===== config.mk =====
export PLATFORM = sky130hd
export DESIGN_NAME = g2b_rr_scheduler
export DESIGN_NICKNAME = d
export VERILOG_FILES = /design/src/rtl/g2b_rr_scheduler.sv
export SDC_FILE = /design/constraint.sdc
export NUM_CORES = 1
export LEC_CHECK = 0
export BUFFER_PORTS_ARGS = -buffer_cell sky130_fd_sc_hd__clkbuf_2
export CORE_MARGIN = 2
export CORE_UTILIZATION = 44
export CTS_CLUSTER_DIAMETER = 120
export DETAILED_ROUTE_END_ITERATION = 6
export GPL_TIMING_DRIVEN = 0
export PLACE_DENSITY_LB_ADDON = 0.3
export SLEW_MARGIN = 0
export SYNTH_ARGS = -nofsm -noshare
export SYNTH_HDL_FRONTEND = slang
export SYNTH_SLANG_ARGS = --single-unit

===== constraint.sdc =====
create_clock -name clk -period 2.8 [get_ports clk]
set_clock_uncertainty 0.15 [all_clocks]
set_input_delay 0.14 -clock clk [delete_from_list [all_inputs] [get_ports clk]]
set_output_delay 0.14 -clock clk [all_outputs]
set_load 0.01 [all_outputs]

===== src/rtl/g2b_rr_scheduler.sv =====
// g2b_rr_scheduler: round-robin scheduler sharing one gray-to-binary converter
// among NREQ requesters. The winner's code is converted and held in a single
// output register. That register is drained through a valid/ready handshake,
// and each result is tagged with the ID of the requester that produced it.
// Optional build macro G2B_STATS_EN adds a saturating 16-bit accept counter
// on port conv_count.
module g2b_rr_scheduler #(
    parameter  int WIDTH = 4,
    parameter  int NREQ  = 4,
    localparam int IDW   = $clog2(NREQ)
) (
    input  logic                  clk,
    input  logic                  rst,
    input  logic [NREQ-1:0]       req,
    input  logic [NREQ*WIDTH-1:0] gray_in,
    output logic [NREQ-1:0]       gnt,
    output logic                  out_valid,
    output logic [WIDTH-1:0]      out_binary,
    output logic [IDW-1:0]        out_id,
    input  logic                  out_ready
`ifdef G2B_STATS_EN
    ,
    output logic [15:0]           conv_count
`endif
);

    // Gray to binary: each binary bit is the XOR of all gray bits at or above it.
    function automatic logic [WIDTH-1:0] g2b(input logic [WIDTH-1:0] g);
        logic [WIDTH-1:0] b;
        b[WIDTH-1] = g[WIDTH-1];
        for (int k = WIDTH - 2; k >= 0; k--) begin
            b[k] = b[k+1] ^ g[k];
        end
        return b;
    endfunction

    // Increment that sticks at all-ones instead of wrapping.
    function automatic logic [15:0] sat_inc(input logic [15:0] v);
        return (v == 16'hFFFF) ? v : v + 16'd1;
    endfunction

    logic [IDW-1:0]   ptr_p0;
    logic [IDW-1:0]   ptr_nxt;
    logic [IDW-1:0]   idx;
    logic [IDW-1:0]   win_id;
    logic             win_found;
    logic             can_load;
    logic             accept;
    logic [WIDTH-1:0] win_gray;
    logic             vld_p0;
    logic [WIDTH-1:0] binary_p0;
    logic [IDW-1:0]   id_p0;

    // Round-robin search: scan from the pointer upward with wrap; first request wins.
    always_comb begin
        win_found = 1'b0;
        win_id    = '0;
        idx       = '0;
        for (int k = 0; k < NREQ; k++) begin
            idx = IDW'((int'(ptr_p0) + k) % NREQ);
            if (!win_found && req[idx]) begin
                win_found = 1'b1;
                win_id    = idx;
            end
        end
    end

    assign can_load = !vld_p0 || out_ready;
    assign accept   = can_load && win_found && !rst;
    assign win_gray = gray_in[int'(win_id)*WIDTH +: WIDTH];
    assign ptr_nxt  = (win_id == IDW'(NREQ - 1)) ? '0 : win_id + 1'b1;

    // One-hot grant for the winner, only when the output register can take a result.
    always_comb begin
        gnt = '0;
        if (accept) begin
            gnt[win_id] = 1'b1;
        end
    end

    // ---- stage p0: output register and round-robin pointer ----
    // Load on accept (replacing any result draining this edge), otherwise empty on drain.
    always_ff @(posedge clk or posedge rst) begin
        if (rst) begin
            vld_p0    <= 1'b0;
            binary_p0 <= '0;
            id_p0     <= '0;
            ptr_p0    <= '0;
        end else if (accept) begin
            vld_p0    <= 1'b1;
            binary_p0 <= g2b(win_gray);
            id_p0     <= win_id;
            ptr_p0    <= ptr_nxt;
        end else if (vld_p0 && out_ready) begin
            vld_p0    <= 1'b0;
        end
    end

    assign out_valid  = vld_p0;
    assign out_binary = binary_p0;
    assign out_id     = id_p0;

`ifdef G2B_STATS_EN
    logic [15:0] count_p0;

    // Count accepted conversions, holding at the maximum.
    always_ff @(posedge clk or posedge rst) begin
        if (rst) begin
            count_p0 <= '0;
        end else if (accept) begin
            count_p0 <= sat_inc(count_p0);
        end
    end

    assign conv_count = count_p0;
`endif

endmodule


# After elaboration in Yosys (flattened, before gate mapping)
# Cells that the tools add are included.
[totals]
register_bits = 9
inputBits = 23
output_inout_bits = 11
[op_classes]
addsub = 4
n_lt_le_gt_ge = 6
n_eq_ne = 1
shifts = 1
n_mux = 22
bitwise = 3
n_reduce_logical = 14
[ops]
columns = ["op", "n"]
rows = [
  ["$shiftx 16x5->4", 1],
  ["$lt 2x3->1 const B", 5],
  ["$mux 1", 11],
  ["$mux 2", 5],
  ["$bmux 1 s2", 4],
  ["$logic_and 1x1->1", 7],
  ["$logic_not 1->1", 5],
  ["$add 2x1->2 const B", 2],
  ["$add 2x2->2 const B", 2],
  ["$mux 4", 1],
  ["$xor 1x1->1", 3],
  ["$demux 1 s2", 1],
  ["$eq 2x2->1 const B", 1],
  ["$ge 2x1->1 const B", 1],
  ["$reduce_bool 2->1", 1],
  ["$logic_or 1x1->1", 1],
]

# Logic depth before layout (Yosys ltp)
[logic_depth]
depth_word = 17
ltp_mapped = 9
ltp_nobuf = 8

# Worst setup path before layout
# Ideal clock, no wire load.
[synth_timing]
path_kind = "reg2reg"
from = "register ptr_p0[1]"
to = "register binary_p0[0] (netlist: out_binary[0])"
t_arrival_ps = 1778
slack_ps = 749
stages_incl_launch_ff = 10
period_less_slack_ps = 2051
cell_sequence = "dfrtp_1 -> a21o_1 -> a21oi_1 -> o22a_1 -> buf_6 -> mux2i_1 -> mux2i_4 -> xor2_2 -> xnor2_1 -> o21ai_1"
[synth_between]
elab_chain_len = 16
[synth_rtl]
columns = ["item", "line", "text"]
rows = [
  ["start, declared", "42", "logic [IDW-1:0] ptr_p0;"],
  ["start signal, assigned", "93", "ptr_p0 <= ptr_nxt;"],
  ["branches (longest 11 deep; another with $add 2x1->2)", "--", ""],
  ["$mux 2 (*)", "61", "if (!win_found && req[idx]) begin"],
  ["net win_id[1]", "45", "logic [IDW-1:0] win_id;"],
  ["$shiftx 16x5->4 (*)", "70", "assign win_gray = gray_in[int'(win_id)*WIDTH +: WIDTH];"],
  ["$xor 1x1->1 (2 in series)", "32", "b[k] = b[k+1] ^ g[k];"],
  ["$xor 1x1->1 (*)", "32", ""],
  ["end signal, assigned", "91", "binary_p0 <= g2b(win_gray);"],
  ["end, declared", "51", "logic [WIDTH-1:0] binary_p0;"],
]
# Mark *: on every way through the listed nets, which the timed path passes. The select of a mux whose other input is x is not followed.
# A chain may end at the register's enable or synchronous reset.

# Worst setup path in the final report
[layout_timing]
from = "register ptr_p0[0]"
to = "output gnt[2]"
[layout_between]
elab_chain_len = 17
[layout_rtl]
columns = ["item", "line", "text"]
rows = [
  ["branches (longest 11 deep; another with $add 2x1->2)", "--", ""],
  ["$mux 2 (*)", "61", ""],
  ["net win_id[0]", "45", ""],
  ["$lt 2x3->1 (not written as such) / $ge 2x1->1 (equally long branches)", "77", "gnt[win_id] = 1'b1;"],
  ["$logic_and 1x1->1 (not written as such)", "77", ""],
  ["$mux 1 (not written as such)", "77", ""],
  ["$demux 1 s2 (*)", "77", ""],
  ["$mux 4 (*)", "76", "if (accept) begin"],
  ["end, declared", "16", "output logic [NREQ-1:0] gnt,"],
]
# Marks and branches as above.

==> impl_metrics.ini <==
[global_routing]
gr-usage-all-layers_pct = 17.7
grt_pass1_wl_um = 2530
grt_pass1_vias = 637
antenna_found_initial = 0
overflow = 0
grt_max_degree = 12

[logic_synthesis]
synth_edf_count = 0
synth_area_leader_cell = dfrtp_1
synth_area_um2 = 698
synthXorXnorAreaFrac_pct = 6.09
synth_common_cells = 11 x nand2_1, 9 x dfrtp_1, 9 x mux2i_1
syn_nets = 100
synth-seq-cells = 9
netlist.area_leader.share_pct = 32.3
synth_ff_type = dfrtp_1
synth.avg_cell_area_um2 = 9.56
yosysSeqAreaShare_pct = 32.3
syn-instance-count = 73
async_flop_share_pct = 100
synthDistinctLibCells = 26
synth_compound_area_share_pct = 14.5
synthMuxAreaShare_pct = 19.9
synth_area_leaders = dfrtp_1 32%, mux2i_1 13%, ha_1 7.2%
synth-adder-area-share_pct = 7.17
yosysWarnings = 0
synth_most_common_cell = nand2_1
synth_top_family_by_area = multiplexers
yosys.area_share.simple_pct = 14.7

[placement]
hpwl_um = 1230
port_buffers = 33
finalWeightedCongestion = 0.790

[worst_setup_path]
crit_fanout = 8
crit_path_end_kind = output port
path_cells = inv_1 -> nand2_1 -> a21oi_1 -> a211oi_4 -> inv_1 -> ha_1 -> and2_1 -> clkbuf_2
crit_family = compound AO/OA/AOI/OAI gates
critical_path_arrival_ns = 2.02
r2r_slack_ns = 0.59
slowest_delay_ns = 0.49
worstSetupStartpointType = flop
critical-path-slowest-cell = a211oi_4
worstPathRequired_ns = 2.51
r2r_start = ptr_p0[1]$_DFFE_PP0P_
worst_r2r_endpoint = out_binary[0]$_DFFE_PP0P_
cp_num_buf_inv = 3
path_class = reg2out
reg2reg_depth = 9
cpMostUsedCell = inv_1

[detailed_routing]
wl_um = 1450
avgViaCountPerCell = 4.98
wl_met3_um = 79
vias = 632
dr_wl_met2_um = 832
drc = 0
wl_per_cell_um = 11.4
drt_iter0_drc = 6
met1_length_um = 533
drt_pass1_iterations = 3
top_layer = met3
antenna_left = 0

[cts]
cts_tree = yes
postCtsResizedCells = 0
root_buffer = clkbuf_4
insertion_delay_ns = 0.25
clockBufferDepth = 2
cts_made_buffers = 3
clk_pin_slew_ns = 0.06
htreeDepth = 1
cts_num_sinks = 9

[die]
die_w_um = 43.8
chipHeight_um = 43.8
initial_core_util_pct = 46.9
num_rows = 14
num_io_pins = 34
fp.coreArea_um2 = 1490
dieArea_um2 = 1920

[worst_hold_path]
min_path_type = in2reg
hold_depth = 3
min_to = out_valid$_DFFE_PP0P_
worstHoldStart = out_ready

[sta]
max_freq_mhz = 432
report.final.slew_viol_count = 0
setup_violations = 0
period_needed_ns = 2.31
timing.slew.headroom_pct = 65.0
post-route-period-util_pct = 82.7
fin_setup_tns_ns = 0
hold_violations = 0
worst_slew_pin_slew_ns = 0.523
rsz0062_at_grt = false

[run_status]
status = finished clean

[job]
maxCapViolCount = 0

[pwr]
vdd_ir_drop_max_mv = 0.388
powerDensity_nw_per_um2 = 820
p_leak_nw = 0.498

[final_layout]
fin_util_pct = 61.8
diodes = 0
syn2layout_area_growth_pct = 31.7
nets = 139
fillers = 140
final_layout_size_suffix_gt1_share_pct = 39.6
==> worst max-delay path by stage <==
stage,start,to,slack (ns),cells past startpoint
2_1_floorplan,ptr_p0[1]$_DFFE_PP0P_,out_binary[0]$_DFFE_PP0P_,0.75,9
3_3_place_gp,ptr_p0[0]$_DFFE_PP0P_,out_binary[0]$_DFFE_PP0P_,0.59,8
3_5_place_dp,ptr_p0[0]$_DFFE_PP0P_,out_binary[0]$_DFFE_PP0P_,0.59,8
4_1_cts,ptr_p0[0]$_DFFE_PP0P_,gnt[0],0.46,8
5_1_grt,ptr_p0[0]$_DFFE_PP0P_,gnt[2],0.33,8
6_report,ptr_p0[0]$_DFFE_PP0P_,gnt[2],0.49,8
==> cell usage in the layout, fill, tap and decap left out <==
master / instances
dlygate4sd3_1: 1
clkbuf_1: 2
a31o_2: 1
nor2b_1: 1
o22ai_1: 1
xor2_1: 1
mux2_2: 1
buf_6: 1
o21ai_0: 5
a211oi_4: 1
o21ai_1: 2
a21oi_1: 3
mux2_4: 1
xor2_2: 1
a21o_1: 1
o22a_1: 1
and2_1: 4
clkbuf_2: 33
or3_2: 1
mux2i_1: 9
clkbuf_4: 3
ha_1: 4
dfrtp_1: 9
xnor2_1: 2
mux2i_4: 1
nor2_1: 1
nand2b_1: 3
nand2_1: 11
inv_1: 6
==> area by class of cell <==
cell class / count / area, µm² / area share, %
inverters: 6 / 22.5 / 2.45
clock buffers: 4 / 26.3 / 2.86
well taps: 16 / 20.0 / 2.18
flip-flops and latches: 9 / 225 / 24.5
multi-input cells: 56 / 435 / 47.3
plain buffers: 2 / 15.0 / 1.63
repair buffers: 34 / 175 / 19.0
==> flip-flops by register name, indices dropped and copies added, names as in the netlist <==
signal	count
out_binary	4
out_id	2
out_valid	1
ptr_p0	2
==> kinds of logic after synthesis <==
| logic type | Yosys count |
|---|---|
| compound gates | 15 |
| xor+xnor | 4 |
| fa+ha+maj | 4 |
| buf+inv | 8 |
| flops | 9 |
| mux | 12 |
| simple gates | 21 |
==> per-stage QoR <==
step | power (mW) | hold slack [ns] | instances | worst slack, ns | instance area (µm²)
final | 0.754 | 0.0336 | 127 | 0.485 | 920
after global routing | 0.820 | 0.0697 | 127 | 0.334 | 920
after CTS | 0.762 | 0.0365 | 127 | 0.461 | 920
after detailed placement | 0.662 | -0.0374 | 122 | 0.587 | 883
after global placement | 0.645 | -0.0419 | 122 | 0.585 | 883
after floorplan | 0.543 | -0.182 | 73 | 0.749 | 698
==> worst min-delay path, stage by stage <==
cell and delay, ns:
clkbuf_2 0.07, nand2b_1 0.13, nand2_1 0.06
==> power by group <==
group	internal [mW]	switching, mW	total (mW)
registers	0.182	0.0417	0.223
clock network	0.0547	0.0425	0.0972
logic	0.212	0.221	0.433
==> routing by layer <==
layer | track usage (%) | vias up
met2 | 35.3 | 26
met3 | 4.17 | 0
met1 | 17.2 | 288
li1 | - | 318
met4 | 6.06 | 0
met5 | 0 | -
==> repair_timing <==
item	CTS	global route
hold endpoints to repair	9	0
buffers inserted	0	0
hold buffers	1	0
No activity file was read; power rests on OpenSTA's default activity.
